$ cat config.mk
export PLATFORM = sky130hd
export DESIGN_NAME = conv_layer_sched
export DESIGN_NICKNAME = d
export VERILOG_FILES = /design/src/rtl/conv_layer_sched.sv
export SDC_FILE = /design/constraint.sdc
export NUM_CORES = 1
export LEC_CHECK = 0
export ABC_AREA = 1
export CAP_MARGIN = 20
export CORE_MARGIN = 3
export CORE_UTILIZATION = 45
export CTS_CLUSTER_DIAMETER = 150
export DETAILED_ROUTE_END_ITERATION = 16
export MAX_ROUTING_LAYER = met4
export PLACE_DENSITY = 0.71
export SETUP_SLACK_MARGIN = 0.2
export SYNTH_ARGS = -nofsm -noshare
export SYNTH_HDL_FRONTEND = slang
export SYNTH_SLANG_ARGS = --single-unit
$ cat constraint.sdc
create_clock -name Clk -period 10.5 [get_ports Clk]
set_clock_uncertainty 0.05 [all_clocks]
set_input_delay 2.1 -clock Clk [delete_from_list [all_inputs] [get_ports Clk]]
set_output_delay 2.1 -clock Clk [all_outputs]
set_load 0.05 [all_outputs]
$ cat src/rtl/conv_layer_sched.sv
// Layer scheduler in front of ConvCtrl: splits one layer descriptor into one
// instruction per 4-channel group and sequences reset/release/completion for each.
module conv_layer_sched #(
  parameter int MaxAddrWidth = 32,
  parameter int MaxPictWidth = 9,
  parameter int KernelSize   = 9,
  parameter int GrpWidth     = 8,
  parameter int RstCycles    = 2
) (
  input  logic                    Clk,
  input  logic                    Rst,
  input  logic                    layer_valid_in,
  output logic                    layer_ready_out,
  input  logic [MaxAddrWidth-1:0] layer_wbase_in,
  input  logic [MaxAddrWidth-1:0] layer_dbase_in,
  input  logic [MaxPictWidth-1:0] layer_pict_in,
  input  logic [GrpWidth-1:0]     layer_groups_in,
  input  logic                    conv_done_in,
  output logic                    conv_rst_out,
  output logic [MaxAddrWidth-1:0] weight_addr0_out,
  output logic [MaxAddrWidth-1:0] weight_addr1_out,
  output logic [MaxAddrWidth-1:0] weight_addr2_out,
  output logic [MaxAddrWidth-1:0] weight_addr3_out,
  output logic [MaxAddrWidth-1:0] data_addr0_out,
  output logic [MaxAddrWidth-1:0] data_addr1_out,
  output logic [MaxAddrWidth-1:0] data_addr2_out,
  output logic [MaxAddrWidth-1:0] data_addr3_out,
  output logic [MaxPictWidth-1:0] pict_size_out,
  output logic                    conv_first_out,
  output logic                    conv_last_out,
  output logic                    inst_tag_out,
  output logic [GrpWidth-1:0]     group_idx_out,
  output logic                    busy_out,
  output logic                    layer_done_out
);
  localparam int AreaWidth = 2 * MaxPictWidth;
  localparam int CntWidth  = (RstCycles > 1) ? $clog2(RstCycles) : 1;

  typedef enum logic [2:0] {S_IDLE, S_SETUP, S_ISSUE, S_RUN, S_DONE} state_e;

  state_e                  state_q, state_d;
  logic [MaxAddrWidth-1:0] wcur_q, wcur_d, dcur_q, dcur_d;
  logic [MaxPictWidth-1:0] pict_q, pict_d;
  logic [GrpWidth-1:0]     groups_q, groups_d, g_q, g_d;
  logic [AreaWidth-1:0]    area_q, area_d;
  logic [CntWidth-1:0]     rcnt_q, rcnt_d;
  logic                    tag_q, tag_d;
  logic                    conv_rst_q, first_q, last_q, busy_q, done_q;
  logic [MaxAddrWidth-1:0] waddr_q [4];
  logic [MaxAddrWidth-1:0] daddr_q [4];

  assign layer_ready_out  = Rst && (state_q == S_IDLE);
  assign conv_rst_out     = conv_rst_q;
  assign weight_addr0_out = waddr_q[0];
  assign weight_addr1_out = waddr_q[1];
  assign weight_addr2_out = waddr_q[2];
  assign weight_addr3_out = waddr_q[3];
  assign data_addr0_out   = daddr_q[0];
  assign data_addr1_out   = daddr_q[1];
  assign data_addr2_out   = daddr_q[2];
  assign data_addr3_out   = daddr_q[3];
  assign pict_size_out    = pict_q;
  assign conv_first_out   = first_q;
  assign conv_last_out    = last_q;
  assign inst_tag_out     = tag_q;
  assign group_idx_out    = g_q;
  assign busy_out         = busy_q;
  assign layer_done_out   = done_q;

  // Next-state and operand bookkeeping for the layer sequencer.
  always_comb begin
    state_d  = state_q;
    wcur_d   = wcur_q;
    dcur_d   = dcur_q;
    pict_d   = pict_q;
    groups_d = groups_q;
    g_d      = g_q;
    area_d   = area_q;
    rcnt_d   = rcnt_q;
    tag_d    = tag_q;
    case (state_q)
      S_IDLE: begin
        if (layer_valid_in && layer_ready_out) begin
          wcur_d   = layer_wbase_in;
          dcur_d   = layer_dbase_in;
          pict_d   = layer_pict_in;
          groups_d = layer_groups_in;
          g_d      = {GrpWidth{1'b0}};
          state_d  = S_SETUP;
        end else begin
          state_d = S_IDLE;
        end
      end
      S_SETUP: begin
        area_d = AreaWidth'(pict_q) * AreaWidth'(pict_q);
        rcnt_d = {CntWidth{1'b0}};
        if (groups_q == {GrpWidth{1'b0}}) begin
          state_d = S_DONE;
        end else begin
          state_d = S_ISSUE;
        end
      end
      S_ISSUE: begin
        if (rcnt_q == CntWidth'(RstCycles - 1)) begin
          state_d = S_RUN;
        end else begin
          rcnt_d = rcnt_q + CntWidth'(1);
        end
      end
      S_RUN: begin
        if (conv_done_in) begin
          tag_d = ~tag_q;
          if (g_q == groups_q - GrpWidth'(1)) begin
            state_d = S_DONE;
          end else begin
            // Next group: four channels further on in both weight and data space.
            g_d     = g_q + GrpWidth'(1);
            wcur_d  = wcur_q + MaxAddrWidth'(4 * KernelSize);
            dcur_d  = dcur_q + (MaxAddrWidth'(area_q) << 2);
            rcnt_d  = {CntWidth{1'b0}};
            state_d = S_ISSUE;
          end
        end else begin
          state_d = S_RUN;
        end
      end
      S_DONE: begin
        state_d = S_IDLE;
      end
      default: begin
        state_d = S_IDLE;
      end
    endcase
  end

  // State and output registers; outputs are derived from next-state values so
  // the operands are already valid in the first ISSUE cycle.
  always_ff @(posedge Clk) begin
    if (!Rst) begin
      state_q    <= S_IDLE;
      wcur_q     <= '0;
      dcur_q     <= '0;
      pict_q     <= '0;
      groups_q   <= '0;
      g_q        <= '0;
      area_q     <= '0;
      rcnt_q     <= '0;
      tag_q      <= 1'b0;
      conv_rst_q <= 1'b1;
      first_q    <= 1'b0;
      last_q     <= 1'b0;
      busy_q     <= 1'b0;
      done_q     <= 1'b0;
      for (int k = 0; k < 4; k++) begin
        waddr_q[k] <= '0;
        daddr_q[k] <= '0;
      end
    end else begin
      state_q    <= state_d;
      wcur_q     <= wcur_d;
      dcur_q     <= dcur_d;
      pict_q     <= pict_d;
      groups_q   <= groups_d;
      g_q        <= g_d;
      area_q     <= area_d;
      rcnt_q     <= rcnt_d;
      tag_q      <= tag_d;
      conv_rst_q <= (state_d != S_RUN);
      first_q    <= (g_d == {GrpWidth{1'b0}});
      last_q     <= (g_d == groups_d - GrpWidth'(1));
      busy_q     <= (state_d != S_IDLE);
      done_q     <= (state_d == S_DONE);
      for (int k = 0; k < 4; k++) begin
        waddr_q[k] <= wcur_d + MaxAddrWidth'(k * KernelSize);
        daddr_q[k] <= dcur_d + MaxAddrWidth'(k) * MaxAddrWidth'(area_d);
      end
    end
  end

endmodule

== After elaboration in Yosys (flattened, before gate mapping) ==
Memories as Yosys holds them, arrays and structs flattened.
Index checks and enable logic that the tools add are counted.
Storage, ports and cells
  register bits after elaboration: 117
  bits in writable memories: 256
  input bits: 85
  logic and storage cells: 93
  memories: 2
Memory list
  daddr_q: words 4, bits a word 32, rd ports 4, clocked after memory_dff 0, wr ports 4, line 50  | logic [MaxAddrWidth-1:0] daddr_q [4];
  waddr_q: words 4, bits a word 32, rd ports 4, clocked after memory_dff 0, wr ports 4, line 49  | logic [MaxAddrWidth-1:0] waddr_q [4];
Operators by class
  add/sub/neg operators: 12
  multiply operators: 2
  eq/ne operators: 9
  multiplexer cells: 35
  bitwise logic cells: 9
  reductions and logical operators: 10
Operator list (number)
  $mux 32: 14
  $pmux 32 s2: 2
  $add 32x20->32: 2
  $add 32x5->32 const B: 2
  $mux 8: 5
  $add 32x18->32: 1
  $add 32x19->32: 1
  $add 32x4->32 const B: 1
  $add 32x6->32 const B: 1
  $mul 2x18->20 const A: 1
  $mul 9x9->18: 1
  $mux 18: 1
  $eq 8x8->1: 2
  $logic_not 8->1: 2
  $pmux 8 s2: 1
  $sub 8x1->8 const B: 2
  $mux 3: 4
  $pmux 3 s4: 1
  $add 8x1->8 const B: 1
  $or 1x1->1: 8
  $eq 3x2->1 const B: 2
  $mux 1: 6
  $reduce_bool 3->1: 2
  $ne 2x2->1 const B: 2
  other kinds (10): 12

== Logic depth before layout (Yosys ltp) ==
Gate-level depths: netlist of run 1.
  word-level depth: 7
  gate-level depth with buffers: 41
  mapped depth without buffers: 40

== Least setup slack after synthesis of run 1 ==
No wires, ideal clock.
  kind: input to register
  start point: input Rst
  end point: memory daddr_q[3][30]
  library setup time: 0.124 ns
  arrival time: 6.910 ns
  required time: 10.326 ns
  slack: 3.415 ns
  stages: 30
  buffers on the path: 4
  path through: inv_2 nor2_1 nand2_2 inv_2 buf_2 buf_4 buf_2 buf_1 a22o_1 inv_1 nand2_1 inv_1 fa_1 inv_1 ha_1 nand3_1 nand2_1 a31oi_1 o21ai_0 a21boi_0 inv_1 nand2_1 nand2_1 a21oi_1 o21ai_0 nand2_1 inv_1 nand2_1 o21ai_1 a21oi_1
RTL lines
  from (decl): line 11  | input logic Rst,
  to (decl): line 50

==> results.py, run 1 <==
metrics = {
    "floorplan": {
        "chipWidth_um": 223,
        "die_h_um": 223,
        "initial_core_util": 0.460,
        "floorplan.core_area_um2": 45900,
        "standard_cell_row_count": 78,
        "io-pin-count": 365,
        "die_area_um2": 49500,
    },
    "cts": {
        "ctsHtreeMaxLevel": 2,
        "post_cts_resize_count": 0,
        "clk_pin_slew_worst_paths_ns": 0.06,
        "postCtsSetupRepairBufs": 0,
        "cts_tree": "yes",
        "clk_latency_ns": 0.56,
        "ctsHoldBuffers": 0,
        "cts-root-to-sink-buffers": 3,
        "tritoncts.num_buffers": 36,
        "cts.sinks": 305,
        "root_buffer": "sky130_fd_sc_hd__clkbuf_16",
    },
    "cells_and_area": {
        "drive_gt1_frac": 0.0588,
        "layout-area-overhead-vs-synth_pct": 24.7,
        "fillers": 4476,
        "top_library_cells_by_usage_in_the_layout_fill_and_taps_aside": "sky130_fd_sc_hd__nand2_1, sky130_fd_sc_hd__inv_1, sky130_fd_sc_hd__clkdlybuf4s50_1",
        "fin_util": 0.574,
        "finish.net_count": 3728,
        "layout_commonest_cell": "sky130_fd_sc_hd__nand2_1",
    },
    "yosys": {
        "synth_area_leaders": "sky130_fd_sc_hd__dfxtp_1, sky130_fd_sc_hd__nand2_1, sky130_fd_sc_hd__inv_1",
        "yosysWarningCount": 0,
        "postSynth.asyncResetShare": 0,
        "synthesis.nets": 3408,
        "synth-main-ff-cell": "sky130_fd_sc_hd__dfxtp_1",
        "number_of_storage_elements_in_the_synthesis_netlist": 305,
        "synthDominantAreaCellType": "sky130_fd_sc_hd__dfxtp_1",
        "syn_avg_cell_area_um2": 6.69,
        "yosysSeqAreaShare": 0.289,
        "synth.cell_area_um2": 21100,
        "synthDistinctLibCells": 57,
        "synth.top_cell.area_share": 0.289,
        "synth-edff-count": 0,
        "netlist_instances": 3155,
    },
    "timing": {
        "hold_viol_final": 0,
        "fmax_mhz": 130,
        "fin_crit_ns": 7.69,
        "worst-slew-pin-transition_ns": 0.865,
        "rsz0062_at_grt": "false",
        "final-setup-viol-count": 0,
        "totalNegativeSetupSlack_ns": 0,
        "drv_slew": 0,
        "final.period_utilization": 0.733,
        "slew_headroom": 0.417,
    },
    "power": {
        "p_per_area_nw_per_um2": 160,
        "leakage_nw": 12.3,
        "power.total_mw": 4.22,
        "irDropWorstVdd_v": 0.000144,
    },
    "route": {
        "drcViolationCount": 0,
        "wl_per_cell_um": 18.0,
        "ant_nets": 0,
        "routed_wirelength_um": 73800,
        "detailedRoute.firstPassIterationCount": 6,
        "drt-vias-per-instance": 5.28,
        "num_vias": 21700,
        "initialDrtViolationCount": 1857,
    },
    "critical_path": {
        "critical-path-slowest-cell": "sky130_fd_sc_hd__o21ai_0",
        "critical_path_arrival_ns": 8.05,
        "cp.required_ns": 10.86,
        "critical_path.n_buffers_inverters": 9,
        "cp_top_family": "buffers and inverters",
        "critPathKind": "in -> reg",
        "timing.critical_path.to_type": "flop",
        "cp-start-kind": "primary input",
        "cpPeakStageDelay_ns": 0.61,
        "crit_fanout": 67,
        "critPathMostFrequentCell": "sky130_fd_sc_hd__nand2_1",
    },
    "status": {
        "outcome": "finished, final reports clean",
    },
    "global_route": {
        "number_of_antenna_violations_at_the_first_check_in_global_routing": 4,
        "grt_usage": 0.296,
        "largest_net_degree_at_the_start_of_global_routing": 75,
        "first_global_vias": 20200,
        "grt_overflow_total": 0,
        "first_pass_grt_wire_length_um": 114000,
    },
    "place": {
        "dp_hpwl_um": 57000,
        "gp_routability_congestion": 0.969,
        "io_buffers": 364,
    },
    "min_path": {
        "hold_class": "reg -> reg",
    },
    "run": {
        "cap_violations": 0,
    },
}
[worst paths after layout]
kind	startpoint	end	slack, ns	cells past startpoint
setup / recovery	Rst	daddr_q[3][30]	2.81	28
hold / removal	inst_tag_out	inst_tag_out	0.42	2
hold reg to reg	inst_tag_out	inst_tag_out	0.42	2
setup reg to reg	pict_size_out[1]	daddr_q[3][30]	2.82	30
[kinds of logic (layout without fill, tap and decap cells)]
logic type | count (synthesis) | after routing | synth area share
xor+xnor | 59 | 59 | 0.0248
simple gates | 1454 | 1454 | 0.302
buf+inv | 573 | 919 | 0.106
other cells | 0 | 4 | 0
flops | 305 | 305 | 0.289
fa+ha+maj | 168 | 168 | 0.117
compound gates | 595 | 595 | 0.160
mux | 1 | 1 | 0.000474
[registers in the layout, indices dropped and copies added, names as in the netlist]
register,count
conv_last_out,1
layer_done_out,1
waddr_q,126
inst_tag_out,1
group_idx_out,8
area_q,18
busy_out,1
rcnt_q,1
groups_q,8
state_q,3
daddr_q,126
conv_rst_out,1
pict_size_out,9
conv_first_out,1
[power by group]
part / internal (mW) / switching, mW / leakage [nW] / total, mW
logic: 0.487 / 1.11 / 9.20 / 1.60
clock network: 0.718 / 0.528 / 0.569 / 1.25
registers: 1.28 / 0.0918 / 2.50 / 1.38
total: 2.49 / 1.73 / 12.3 / 4.22
[through the flow]
stage                     instances  instance area, µm²  worst slack, ns  hold slack, ns
after floorplan                3155               21100             3.42           0.400
after global placement         4037               25200             2.51           0.406
after detailed placement       4037               25200             2.38           0.411
after CTS                      4101               26300             2.90           0.423
after global routing           4105               26300             2.12           0.445
final                          4105               26300             2.81           0.422
[worst min-delay path, delay by kind of cell (launching register included)]
family	cells	cell delay, ns
DFF	1	0.31
AOI/OAI and AO/OA	1	0.05
buffers and inverters	1	0.06
[layout make-up]
class                           count  area, µm²  share of cell area
Multi-Input combinational cell   2277      12800               0.486
Timing Repair Buffer              374       3710               0.141
Clock inverter                     16        131             0.00499
Inverter                          481       1810              0.0687
Antenna cell                        4       10.0            0.000380
Clock buffer                       48       1030              0.0390
Sequential cell                   305       6110               0.232
Tap cell                          600        751              0.0285
[metal layers]
layer,track usage,part of all wire,up-vias
met2,0.453,0.44,852
met5,-,0,-
li1,-,-,10800
met3,0.0466,0.075,127
met4,0.106,0.036,0
met1,0.397,0.45,9842
[Yosys cell counts, drive strengths merged, types with 31 or more instances]
cell type / n
dfxtp: 305
nand3: 210
nor2: 364
ha: 118
clkbuf: 58
inv: 476
nand4: 42
buf: 34
fa: 50
nor3: 33
xor2: 37
o21ai: 207
a221oi: 31
nand2: 772
a21oi: 263
Note: power is estimated with default switching activity, not from simulation.
==> run 2: changes to the inputs <==
==> constraint.sdc (replaced) <==
create_clock -name Clk -period 7.2 [get_ports Clk]
set_clock_uncertainty 0.05 [all_clocks]
set_input_delay 1.44 -clock Clk [delete_from_list [all_inputs] [get_ports Clk]]
set_output_delay 1.44 -clock Clk [all_outputs]
set_load 0.05 [all_outputs]
==> run 2 against run 1 <==
Final cell count grew 0.78%; critical path depth grew 4; combinational power up 49%; first-iteration DRC count is 0.70% higher; total power grew 46%; hold slack got worse by 0.0042 ns; final area increased by 1.5%; clock power is 42% higher; sequential cell count unchanged; wire length decreased by 1.1%; clock-buffer cell count rose by 2; sequential power grew 45%; largest cell class unchanged.
==> results.py, run 2 (synthesis gave the netlist of run 1 again) <==
metrics = {
    "status": {
        "outcome": "finished, final reports clean",
    },
    "timing": {
        "final-setup-viol-count": 0,
        "fmax_mhz": 151,
        "slew_headroom": 0.394,
        "worst-slew-pin-transition_ns": 0.910,
        "fin_crit_ns": 6.64,
        "hold_viol_final": 0,
        "drv_slew": 0,
        "final.period_utilization": 0.922,
        "rsz0062_at_grt": "false",
        "totalNegativeSetupSlack_ns": 0,
    },
    "cells_and_area": {
        "layout-area-overhead-vs-synth_pct": 26.6,
        "final-instance-count-excl-fill": 4137,
        "layout_top_registers": "daddr_q (126), waddr_q (126), area_q (18)",
        "top_library_cells_by_usage_in_the_layout_fill_and_taps_aside": "sky130_fd_sc_hd__nand2_1, sky130_fd_sc_hd__inv_1, sky130_fd_sc_hd__clkdlybuf4s50_1",
        "drive_gt1_frac": 0.0781,
        "fillers": 4462,
        "finish.net_count": 3762,
        "layout_commonest_cell": "sky130_fd_sc_hd__nand2_1",
    },
    "floorplan": {
        "io-pin-count": 365,
        "die_h_um": 223,
        "initial_core_util": 0.460,
        "standard_cell_row_count": 78,
        "chipWidth_um": 223,
        "die_area_um2": 49500,
        "floorplan.core_area_um2": 45900,
    },
    "cts": {
        "root_buffer": "sky130_fd_sc_hd__clkbuf_16",
        "cts.sinks": 305,
        "ctsHoldBuffers": 0,
        "clk_latency_ns": 0.55,
        "cts-root-to-sink-buffers": 3,
        "tritoncts.num_buffers": 36,
        "cts_tree": "yes",
        "ctsHtreeMaxLevel": 2,
        "clk_pin_slew_worst_paths_ns": 0.06,
    },
    "critical_path": {
        "cpPeakStageDelay_ns": 0.58,
        "cp.required_ns": 7.57,
        "critPathMostFrequentCell": "sky130_fd_sc_hd__nand2_1",
        "cp-start-kind": "flop",
        "timing.critical_path.to_type": "flop",
        "critPathKind": "reg -> reg",
        "crit_fanout": 7,
        "critical_path_arrival_ns": 7.01,
        "critical-path-slowest-cell": "sky130_fd_sc_hd__fa_1",
    },
    "route": {
        "routed_wirelength_um": 73000,
        "initialDrtViolationCount": 1870,
        "detailedRoute.firstPassIterationCount": 6,
        "drt-vias-per-instance": 5.26,
        "ant_nets": 0,
        "drcViolationCount": 0,
        "wl_per_cell_um": 17.6,
        "num_vias": 21800,
    },
    "place": {
        "gp_routability_congestion": 0.975,
        "dp_hpwl_um": 56800,
        "io_buffers": 364,
        "dp.cells": 4067,
    },
    "global_route": {
        "number_of_antenna_violations_at_the_first_check_in_global_routing": 4,
        "largest_net_degree_at_the_start_of_global_routing": 160,
        "grt_overflow_total": 0,
        "first_pass_grt_wire_length_um": 114000,
        "first_global_vias": 20400,
        "grt_usage": 0.296,
    },
    "run": {
        "cap_violations": 0,
    },
    "power": {
        "leakage_nw": 12.4,
        "irDropWorstVdd_v": 0.000201,
        "power.total_mw": 6.15,
        "p_per_area_nw_per_um2": 230,
    },
    "min_path": {
        "hold_class": "reg -> reg",
    },
}
## run 2: what timing repair did
action / CTS / global route
buffers inserted: 0 / 4
pin swaps: 0 / 10
setup endpoints to repair: 11 / 16
gates resized for setup: 9 / 50
## run 2: cell type report
class	count	area [µm²]	area share
clock buffer	50	1020	0.0383
clock inverter	12	106	0.00398
sequential	305	6120	0.229
inverter	481	1810	0.0676
multi-input combinational	2277	12900	0.484
antenna	4	10.0	0.000374
tap	600	751	0.0281
timing repair buffer	408	3980	0.149
## run 2: critical path, delay by kind of cell, from the launching register on
kind	cells	cell delay [ns]
simple gates	14	1.74
flops	1	0.41
fa+ha+maj	7	3.30
compound gates	5	0.59
buf+inv	6	0.42
## run 2: metal layers
metal  vias to the layer above  routed length (µm)  GRT usage
met5                         -                   0          -
met4                         0                2260      0.100
met3                       132                5540     0.0513
met2                       847               32900      0.456
met1                      9896               32400      0.395
li1                      10900                   -          -
## run 2: stage by stage
| stage | hold WS [ns] | util | setup slack (ns) | cell area [µm²] |
|---|---|---|---|---|
| detailed placement | 0.407 | 0.554 | -0.0469 | 25400 |
| global route | 0.445 | 0.583 | 0.129 | 26700 |
| global placement | 0.401 | 0.554 | 0.119 | 25400 |
| CTS | 0.418 | 0.579 | 0.269 | 26500 |
| finish | 0.417 | 0.583 | 0.563 | 26700 |
| floorplan | 0.400 | - | 0.357 | 21100 |
## run 2: worst paths after layout
| kind | startpoint | to | slack (ns) | depth (start not counted) |
|---|---|---|---|---|
| worst max-delay path | pict_size_out[5] | daddr_q[3][23] | 0.56 | 32 |
| worst min-delay path | inst_tag_out | inst_tag_out | 0.42 | 2 |
| worst min register to register | inst_tag_out | inst_tag_out | 0.42 | 2 |
| worst max register to register | pict_size_out[5] | daddr_q[3][23] | 0.56 | 32 |
## run 2: where the power goes
| part | switching, mW | internal, mW | total (mW) |
|---|---|---|---|
| registers | 0.128 | 1.87 | 2.00 |
| clock network | 0.738 | 1.03 | 1.77 |
| logic | 1.64 | 0.738 | 2.38 |
| total | 2.50 | 3.65 | 6.15 |
